[config.mk]
export PLATFORM = sky130hd
export DESIGN_NAME = hue_sweep
export DESIGN_NICKNAME = d
export VERILOG_FILES = /design/src/rtl/hue_pkg.sv /design/src/rtl/hue_sweep_tick_prescaler.sv /design/src/rtl/hue_sweep.sv
export SDC_FILE = /design/constraint.sdc
export NUM_CORES = 1
export LEC_CHECK = 0
export CORE_MARGIN = 1
export CORE_UTILIZATION = 46
export CTS_BUF_LIST = sky130_fd_sc_hd__clkbuf_2 sky130_fd_sc_hd__clkbuf_4 sky130_fd_sc_hd__clkbuf_8
export DETAILED_ROUTE_END_ITERATION = 6
export GPL_ROUTABILITY_DRIVEN = 0
export PLACE_DENSITY = 0.68
export SLEW_MARGIN = 40
export SYNTH_ARGS = -nofsm -noshare
export SYNTH_HDL_FRONTEND = slang
export SYNTH_SLANG_ARGS = --single-unit
[constraint.sdc]
create_clock -name clk -period 3.9 [get_ports clk]
set_input_delay 0.78 -clock clk [delete_from_list [all_inputs] [get_ports clk]]
set_output_delay 0.78 -clock clk [all_outputs]
set_load 0.02 [all_outputs]
[src/rtl/hue_pkg.sv]
// Shared types for the hue sweep: colour-wheel phases and sweep FSM states.
// Also provides phase_next(), the wrapping 0..5 phase successor.
package hue_pkg;

    typedef enum logic [2:0] {
        PH_G_UP = 3'd0,
        PH_R_DN = 3'd1,
        PH_B_UP = 3'd2,
        PH_G_DN = 3'd3,
        PH_R_UP = 3'd4,
        PH_B_DN = 3'd5
    } phase_t;

    typedef enum logic {
        ST_RAMP  = 1'b0,
        ST_DWELL = 1'b1
    } state_t;

    function automatic phase_t phase_next(input phase_t p);
        return (p == PH_B_DN) ? PH_G_UP : phase_t'(p + 3'd1);
    endfunction

endpackage

[src/rtl/hue_sweep_tick_prescaler.sv]
// Enable-gated prescaler: pulses tick once every TICK_CYCLES enabled clocks.
// Ports: clk, rst_n (async, active-low), enable (freezes count when low), tick.
module tick_prescaler #(
    parameter int TICK_CYCLES = 12000
) (
    input  logic clk,
    input  logic rst_n,
    input  logic enable,
    output logic tick
);

    localparam int CNT_W = (TICK_CYCLES > 1) ? $clog2(TICK_CYCLES) : 1;
    localparam logic [CNT_W-1:0] CNT_LAST = CNT_W'(TICK_CYCLES - 1);

    logic [CNT_W-1:0] cnt_q;
    logic [CNT_W-1:0] cnt_d;

    always_comb begin
        tick  = enable && (cnt_q == CNT_LAST);
        cnt_d = cnt_q;
        if (tick) begin
            cnt_d = '0;
        end else if (enable) begin
            cnt_d = cnt_q + CNT_W'(1);
        end
    end

    always_ff @(posedge clk or negedge rst_n) begin
        if (!rst_n) begin
            cnt_q <= '0;
        end else begin
            cnt_q <= cnt_d;
        end
    end

endmodule

[src/rtl/hue_sweep.sv]
// Six-phase colour-wheel duty source for three RGB pwm channels.
// Ports: clk, rst_n (async, active-low), enable; duty_r/g/b, phase, wrap out.
// Optional HUE_DWELL_EN: hold each phase end for DWELL_TICKS extra ticks.
module hue_sweep
    import hue_pkg::*;
#(
    parameter int PWM_INTERVAL = 1200,
    parameter int STEP         = 12,
    parameter int TICK_CYCLES  = 12000,
    parameter int DWELL_TICKS  = 100,
    localparam int DUTY_W      = $clog2(PWM_INTERVAL)
) (
    input  logic              clk,
    input  logic              rst_n,
    input  logic              enable,
    output logic [DUTY_W-1:0] duty_r,
    output logic [DUTY_W-1:0] duty_g,
    output logic [DUTY_W-1:0] duty_b,
    output logic [2:0]        phase,
    output logic              wrap
);

    localparam logic [DUTY_W-1:0] DMAX   = DUTY_W'(PWM_INTERVAL - 1);
    localparam logic [DUTY_W:0]   STEP_W = (DUTY_W + 1)'(STEP);

    logic tick;

    tick_prescaler #(
        .TICK_CYCLES(TICK_CYCLES)
    ) u_tick (
        .clk   (clk),
        .rst_n (rst_n),
        .enable(enable),
        .tick  (tick)
    );

    logic [DUTY_W-1:0] ramp_q, ramp_d;
    phase_t            phase_q, phase_d;
    state_t            state_q, state_d;
    logic              wrap_q, wrap_d;
    logic [DUTY_W-1:0] r_q, r_d, g_q, g_d, b_q, b_d;
    logic [DUTY_W:0]   ramp_sum;
    logic              at_max;
    logic              advance;

    assign at_max = (ramp_q == DMAX);

`ifdef HUE_DWELL_EN
    // Zero dwell collapses to the plain ramp behaviour.
    localparam bit USE_DWELL = (DWELL_TICKS > 0);
    localparam int DW_W = (DWELL_TICKS > 1) ? $clog2(DWELL_TICKS) : 1;
    localparam logic [DW_W-1:0] DW_LAST = DW_W'(DWELL_TICKS - 1);

    logic [DW_W-1:0] dwell_q, dwell_d;
    logic            dwell_done;

    assign dwell_done = (dwell_q == DW_LAST);
`endif

    // Next-state logic
    always_comb begin
        state_d = state_q;
`ifdef HUE_DWELL_EN
        advance = tick && at_max &&
                  ((state_q == ST_RAMP && !USE_DWELL) ||
                   (state_q == ST_DWELL && dwell_done));
        if (tick) begin
            unique case (state_q)
                ST_RAMP:  if (at_max && USE_DWELL) state_d = ST_DWELL;
                ST_DWELL: if (dwell_done) state_d = ST_RAMP;
                default:  state_d = ST_RAMP;
            endcase
        end
`else
        advance = tick && at_max && (state_q == ST_RAMP);
`endif
    end

    // Datapath and registered-output values
    always_comb begin
        ramp_d   = ramp_q;
        phase_d  = phase_q;
        wrap_d   = 1'b0;
        ramp_sum = {1'b0, ramp_q} + STEP_W;
`ifdef HUE_DWELL_EN
        dwell_d = dwell_q;
        if (tick && state_q == ST_DWELL) begin
            dwell_d = dwell_done ? '0 : dwell_q + DW_W'(1);
        end
`endif
        if (advance) begin
            ramp_d  = '0;
            phase_d = phase_next(phase_q);
            wrap_d  = (phase_q == PH_B_DN);
        end else if (tick && !at_max) begin
            // Saturate so the last step lands exactly on full scale.
            ramp_d = (ramp_sum > {1'b0, DMAX}) ? DMAX
                                               : ramp_sum[DUTY_W-1:0];
        end

        r_d = '0;
        g_d = '0;
        b_d = '0;
        unique case (phase_d)
            PH_G_UP: begin r_d = DMAX;          g_d = ramp_d;        end
            PH_R_DN: begin r_d = DMAX - ramp_d; g_d = DMAX;          end
            PH_B_UP: begin g_d = DMAX;          b_d = ramp_d;        end
            PH_G_DN: begin g_d = DMAX - ramp_d; b_d = DMAX;          end
            PH_R_UP: begin r_d = ramp_d;        b_d = DMAX;          end
            PH_B_DN: begin r_d = DMAX;          b_d = DMAX - ramp_d; end
            default: begin r_d = DMAX;                               end
        endcase
    end

    always_ff @(posedge clk or negedge rst_n) begin
        if (!rst_n) begin
            state_q <= ST_RAMP;
            ramp_q  <= '0;
            phase_q <= PH_G_UP;
            wrap_q  <= 1'b0;
            r_q     <= DMAX;
            g_q     <= '0;
            b_q     <= '0;
        end else begin
            state_q <= state_d;
            ramp_q  <= ramp_d;
            phase_q <= phase_d;
            wrap_q  <= wrap_d;
            r_q     <= r_d;
            g_q     <= g_d;
            b_q     <= b_d;
        end
    end

`ifdef HUE_DWELL_EN
    always_ff @(posedge clk or negedge rst_n) begin
        if (!rst_n) begin
            dwell_q <= '0;
        end else begin
            dwell_q <= dwell_d;
        end
    end
`endif

    assign duty_r = r_q;
    assign duty_g = g_q;
    assign duty_b = b_q;
    assign phase  = phase_q;
    assign wrap   = wrap_q;

endmodule

==> impl_metrics.env, run 1 <==
export IMPL_max_cap_violations=0
export IMPL_antenna_cells=0
export IMPL_peakVddDrop_v=0.000186
export IMPL_fin_skew_ns=0.0129
export IMPL_slowest_stage="dfrtp_1"
export IMPL_crit_path_max_incr_delay_ns=0.49
export IMPL_drtPass1Iterations=4
export IMPL_routed_wl_microns=8070
export IMPL_clock_path_buffers=2
export IMPL_rows=30
export IMPL_synthFlopType="dfrtp_1"
export IMPL_seq_area_frac_synth_pct=46.4
export IMPL_fin_crit_sh_pct=92.3
export IMPL_path_cells="inv_1 > ha_1 > and4b_1 > a21oi_1 > a41o_1 > a21o_1 > a21boi_0 > nor2_1 > inv_1 > ha_1 > o31a_2 > nor2_1 > o21ai_0 > a221oi_2"
export IMPL_dieArea_sq_um=7660
export IMPL_yosysMostFrequentCell="dfrtp_1"
export IMPL_synth_edf_count=0
export IMPL_track_usage_pct=23.0
export IMPL_hp_class="input pin to async pin"
export IMPL_synth_async_reset_ratio_pct=100
export IMPL_synth_top_cells_by_area="dfrtp_1 (41%), dfstp_2 (5.5%), nor2_1 (4.8%), o21ai_0 (4.8%), nand2_1 (3.9%)"
export IMPL_portBuffers=39
export IMPL_critical_path_class="flop to flop"
export IMPL_wire_per_inst_microns=15.6
export IMPL_syn2layout_area_growth_pct=21.7
export IMPL_setup_tns_ns=0
export IMPL_grt_start_max_net_pins=48
export IMPL_ff2ff_setup_slack_ns=0.30
export IMPL_synth_top_cells_by_count="dfrtp_1 (55), nor2_1 (43), nand2_1 (35)"
export IMPL_drt_initial_drc_count=156
export IMPL_crit_fanout=8
export IMPL_synth_top_area_share_pct=40.9
export IMPL_grt_pass1_wl_microns=13400
export IMPL_path_clk_slew_ns=0.08
export IMPL_grt_pass1_vias=2704
export IMPL_power_leakage_nw=1.73
export IMPL_htree_levels=3
export IMPL_synth_avg_cell_area_sq_um=9.04
export IMPL_synth_cell_types=58
export IMPL_finalSetupViolations=0
export IMPL_worstMarginPinSlew_ns=0.593
export IMPL_cts_sinks=62
export IMPL_cts_resized=0
export IMPL_seqCellArea_sq_um=1560
export IMPL_post_route_util_pct=59.0
export IMPL_max_freq_mhz=278
export IMPL_syn_num_nets=380
export IMPL_rsz0062_at_grt="no"
export IMPL_drc=0
export IMPL_dp_hpwl_microns=5600
export IMPL_syn_area_sq_um=3360
export IMPL_via_per_inst=5.63
export IMPL_cp_required_ns=4.14
export IMPL_synth_warnings=0
export IMPL_status="finished, final reports clean"
export IMPL_cts_setup_buffers=0
export IMPL_n_fill_cell=620
export IMPL_grt_overflow=0
export IMPL_pin_count=40
export IMPL_drive_above_1_share_pct=13.5
export IMPL_p_per_area_nw_per_um2=322
export IMPL_synthCells=372
export IMPL_critPathLaunchType="flop"
export IMPL_arrival_ns=3.84
export IMPL_ys_seq_elements=62
export IMPL_postRouteAntennaNets=0
export IMPL_multi_input_area_sq_um=1660
export IMPL_antenna_found_initial=0
export IMPL_core_sq_um=6940
export IMPL_start_util_pct=48.5
export IMPL_cts_root_buffer="clkbuf_8"
export IMPL_vias=2909
export IMPL_cts_hold_buf=0
export IMPL_die_x_microns=87.5
export IMPL_cts_buffers=9
export IMPL_nNetsFinal=424
export IMPL_relSlewSlack_pct=60.3
export IMPL_slew_viol_final=0
export IMPL_yosys_area_top_type="dfrtp_1"
export IMPL_final_hold_violation_count=0
export IMPL_cts_tree="yes"
export IMPL_critPathCaptureType="flop"
export IMPL_total_power_mw=1.32
export IMPL_die_y_microns=87.5
export IMPL_period_needed_ns=3.60
export IMPL_clk_latency_ns=0.35
-- cell type report --
class | instances | share of cell area (%)
tap | 96 | 2.93
sequential | 62 | 38.1
clock inverter | 6 | 1.53
inverter | 11 | 1.01
timing repair buffer | 56 | 12.5
multi-input combinational | 276 | 40.6
clock buffer | 10 | 3.21
-- stage by stage --
step / worst slack (ns) / cell area [sq um] / hold WS (ns) / cells
floorplan: 0.273 / 3360 / 0.460 / 372
global placement: 0.0698 / 3890 / 0.491 / 501
detailed placement: 0.00237 / 3890 / 0.495 / 501
CTS: 0.229 / 4090 / 0.382 / 517
global route: 0.0665 / 4090 / 0.412 / 517
finish: 0.299 / 4090 / 0.382 / 517
-- final timing paths --
check | start | to | depth (start not counted)
min | rst_n | duty_b[2] | 1
min reg2reg | u_tick.cnt_q[4] | u_tick.cnt_q[4] | 1
min in group clk | u_tick.cnt_q[4] | u_tick.cnt_q[4] | 1
max | ramp_q[2] | duty_r[10] | 14
max in group asynchronous | rst_n | duty_r[7] | 2
max reg2reg | ramp_q[2] | duty_r[10] | 14
-- critical path, delay by kind of cell (launching register included) --
| kind | cells | cell delay [ns] |
|---|---|---|
| buf+inv | 2 | 0.17 |
| flops | 1 | 0.49 |
| fa+ha+maj | 2 | 0.50 |
| compound gates | 7 | 1.63 |
| simple gates | 3 | 0.70 |
-- cell families (layout without fill, tap and decap cells) --
logic type                 count (synthesis)  after routing  synth area share [%]
and+or+nand+nor                          154            154                  22.7
adders and majority gates                  6              6                  2.16
muxes                                      3              3                 0.930
AOI/OAI and AO/OA                         97             97                  19.3
DFF                                       62             62                  46.4
xor gates and xnor gates                  16             16                  4.16
buffers and inverters                     34             83                  4.35
-- layer usage --
metal	GRT usage, %	routed length, microns
met1	31.5	3780
met3	5.21	418
met2	35.8	3750
met5	0	0
met4	8.64	122
-- registers in the layout, indices dropped and copies added, names as in the netlist --
name	cells
duty_b	11
duty_g	11
duty_r	11
phase	3
ramp_q	11
u_tick.cnt_q	14
wrap	1
-- power by group --
group | total, mW | switching (mW) | internal [mW]
combinational | 0.0595 | 0.0338 | 0.0256
clock | 0.558 | 0.258 | 0.299
sequential | 0.700 | 0.0311 | 0.669
total | 1.32 | 0.323 | 0.994
-- cell usage in the layout (no fill, tap or decap), types with 4 or more instances in the layout --
cell type	synthesis	final
dfstp_2	7	7
xnor2_1	10	10
dfrtp_1	55	54
a21oi_1	15	15
a21boi_0	4	4
or4_1	4	4
or3_1	6	6
buf_4	1	17
nand2b_1	6	6
nand2_1	35	35
inv_1	10	10
o21a_1	6	6
and2_1	5	5
xor2_1	6	6
nor2_1	43	43
nand3_1	12	12
nand4_1	10	10
o22a_1	5	5
o21ai_0	32	32
nor3_1	11	11
ha_1	5	5
clkbuf_8	0	9
or2_2	6	6
clkdlybuf4s50_1	0	38
No activity file was read; power rests on OpenSTA's default activity.
==> inputs of run 2 (changes only) <==
--- a/config.mk
+++ b/config.mk
@@ -6,11 +6,11 @@
 export NUM_CORES = 1
 export LEC_CHECK = 0
 export CORE_MARGIN = 1
-export CORE_UTILIZATION = 46
+export CORE_UTILIZATION = 45
 export CTS_BUF_LIST = sky130_fd_sc_hd__clkbuf_2 sky130_fd_sc_hd__clkbuf_4 sky130_fd_sc_hd__clkbuf_8
 export DETAILED_ROUTE_END_ITERATION = 6
 export GPL_ROUTABILITY_DRIVEN = 0
-export PLACE_DENSITY = 0.68
+export PLACE_DENSITY = 0.67
 export SLEW_MARGIN = 40
 export SYNTH_ARGS = -nofsm -noshare
 export SYNTH_HDL_FRONTEND = slang
==> run 2 against run 1 <==
Compared with the run above:
- non-clock buffer count stayed put
- clock skew fell by 0.0018 ns
- sequential share of layout area down 0.065 points
- count of clock-buffer cells in the layout up 1
- setup slack better by 0.080 ns
- register-to-register slack gained 0.08 ns
- global-route usage down 0.20 points
- largest cell class unchanged
- final cell count increased by 0.58%
- combinational power is 2% higher
- via count is 0.79% lower
==> impl_metrics.env, run 2 (synthesis gave the netlist of run 1 again) <==
export IMPL_status="finished, final reports clean"
export IMPL_cts_root_buffer="clkbuf_8"
export IMPL_period_needed_ns=3.52
export IMPL_dp_cells=504
export IMPL_final_hold_violation_count=0
export IMPL_grt_overflow=0
export IMPL_critical_path_class="flop to flop"
export IMPL_grt_pass1_wl_microns=13400
export IMPL_p_clk_share_pct=43.4
export IMPL_pwr_share_comb_pct=4.5
export IMPL_cts_tree="yes"
export IMPL_p_per_area_nw_per_um2=328
export IMPL_clock_path_buffers=2
export IMPL_power_leakage_nw=1.74
export IMPL_pin_count=40
export IMPL_wire_per_inst_microns=15.5
export IMPL_sequentialPowerShare_pct=52.1
export IMPL_critPathCaptureType="flop"
export IMPL_largest_register="u_tick.cnt_q"
export IMPL_syn2layout_area_growth_pct=21.8
export IMPL_clk_latency_ns=0.34
export IMPL_final_common_cell="dfrtp_1"
export IMPL_portBuffers=39
export IMPL_routed_wl_microns=8080
export IMPL_setup_tns_ns=0
export IMPL_rsz0062_at_grt="no"
export IMPL_max_cap_violations=0
export IMPL_die_x_microns=88.5
export IMPL_p_int_mw=1.01
export IMPL_largest_reg_flops=14
export IMPL_fin_crit_sh_pct=90.3
export IMPL_post_place_ws_ns=0.123
export IMPL_dieArea_sq_um=7830
export IMPL_nNetsFinal=424
export IMPL_relSlewSlack_pct=63.9
export IMPL_path_cells="inv_1 > ha_1 > and4b_1 > a21oi_1 > a41o_1 > a21o_1 > a21boi_0 > nor2_1 > inv_1 > ha_1 > o31a_2 > or4_1 > a31oi_1"
export IMPL_slew_viol_final=0
export IMPL_cts_resized=0
export IMPL_drive_above_1_share_pct=13.1
export IMPL_critPathLaunchType="flop"
export IMPL_cp_required_ns=4.16
export IMPL_arrival_ns=3.78
export IMPL_crit_path_max_incr_delay_ns=0.49
export IMPL_peakVddDrop_v=0.000197
export IMPL_cts_hold_buf=0
export IMPL_cts_setup_buffers=0
export IMPL_drtPass1Iterations=4
export IMPL_grt_pass1_vias=2745
export IMPL_postRouteAntennaNets=0
export IMPL_max_freq_mhz=284
export IMPL_dp_hpwl_microns=5680
export IMPL_r2r_start="ramp_q[2]"
export IMPL_drc=0
export IMPL_swShare_pct=24.4
export IMPL_grt_start_max_net_pins=48
export IMPL_crit_fanout=8
export IMPL_final_cell_mix="dfrtp_1 (55), nor2_1 (43), clkdlybuf4s50_1 (38)"
export IMPL_path_clk_slew_ns=0.07
export IMPL_reg2regPathDepth=13
export IMPL_track_usage_pct=22.8
export IMPL_drt_initial_drc_count=127
export IMPL_start_util_pct=46.4
export IMPL_antenna_cells=0
export IMPL_via_per_inst=5.55
export IMPL_fin_cells=520
export IMPL_cts_buffers=9
export IMPL_antenna_found_initial=0
export IMPL_worstMarginPinSlew_ns=0.540
export IMPL_p_sw_mw=0.328
export IMPL_htree_levels=3
export IMPL_startpoint="ramp_q[2]"
export IMPL_whs_ns=0.377
export IMPL_slowest_stage="dfrtp_1"
export IMPL_die_y_microns=88.5
export IMPL_finalSetupViolations=0
export IMPL_cts_sinks=62
export IMPL_fin_ws_ns=0.379
export IMPL_fin_skew_ns=0.0112
export IMPL_vias=2886
export IMPL_n_fill_cell=642
export IMPL_rows=31
export IMPL_core_sq_um=7250
export IMPL_hp_class="input pin to async pin"
-- run 2: cell count changes in the layout (fill, tap and decap cells not counted) --
cell        before  now
clkinvlp_4       3    1
dfrtp_2          1    0
clkbuf_8         9   10
a221oi_2         1    0
inv_6            0    1
dfrtp_1         54   55
a221oi_1         3    4
-- run 2: final cells by class --
| cell class | count | area, sq um | area share [%] |
|---|---|---|---|
| clock inverter | 5 | 56.3 | 1.37 |
| timing repair buffer | 56 | 513 | 12.5 |
| inverter | 11 | 41.3 | 1.01 |
| clock buffer | 11 | 145 | 3.54 |
| sequential | 62 | 1560 | 38.1 |
| multi-input combinational | 276 | 1660 | 40.5 |
| tap | 99 | 124 | 3.02 |
-- run 2: path summary, 6_finish.rpt --
check                             endpoint  slack (ns)
max reg2reg                      duty_g[8]        0.38
min reg2reg                u_tick.cnt_q[4]        0.51
max                              duty_g[8]        0.38
min in group clk           u_tick.cnt_q[4]        0.51
max in group asynchronous       duty_r[10]        2.60
min                        u_tick.cnt_q[4]        0.38
-- run 2: critical path, delay by kind of cell (launching register included) --
kind	cells	cell delay (ns)
AOI/OAI and AO/OA	6	1.28
and+or+nand+nor	3	0.99
DFF	1	0.49
adders and majority gates	2	0.49
buffers and inverters	2	0.17
-- run 2: per-layer routing --
layer / vias up / GRT usage (%) / part of all wire [%]
met5: - / 0 / 0
met4: 0 / 11.9 / 2.4
met3: 14 / 3.54 / 3.2
met2: 63 / 37.6 / 49
met1: 1400 / 29.1 / 45
li1: 1409 / - / -
-- run 2: stage by stage --
step	util, %	power [mW]	instance area [sq um]
floorplan	-	0.743	3360
global placement	53.7	0.771	3900
detailed placement	53.7	0.773	3900
CTS	56.5	1.36	4100
global route	56.5	1.40	4100
finish	56.5	1.34	4100
-- run 2: power by group through the flow --
stage / clock network, mW / registers [mW] / logic [mW]
floorplan: 0 / 0.703 / 0.0399
global placement: 0 / 0.710 / 0.0609
detailed placement: 0 / 0.711 / 0.0627
CTS: 0.595 / 0.699 / 0.0633
global route: 0.626 / 0.702 / 0.0711
finish: 0.583 / 0.699 / 0.0609
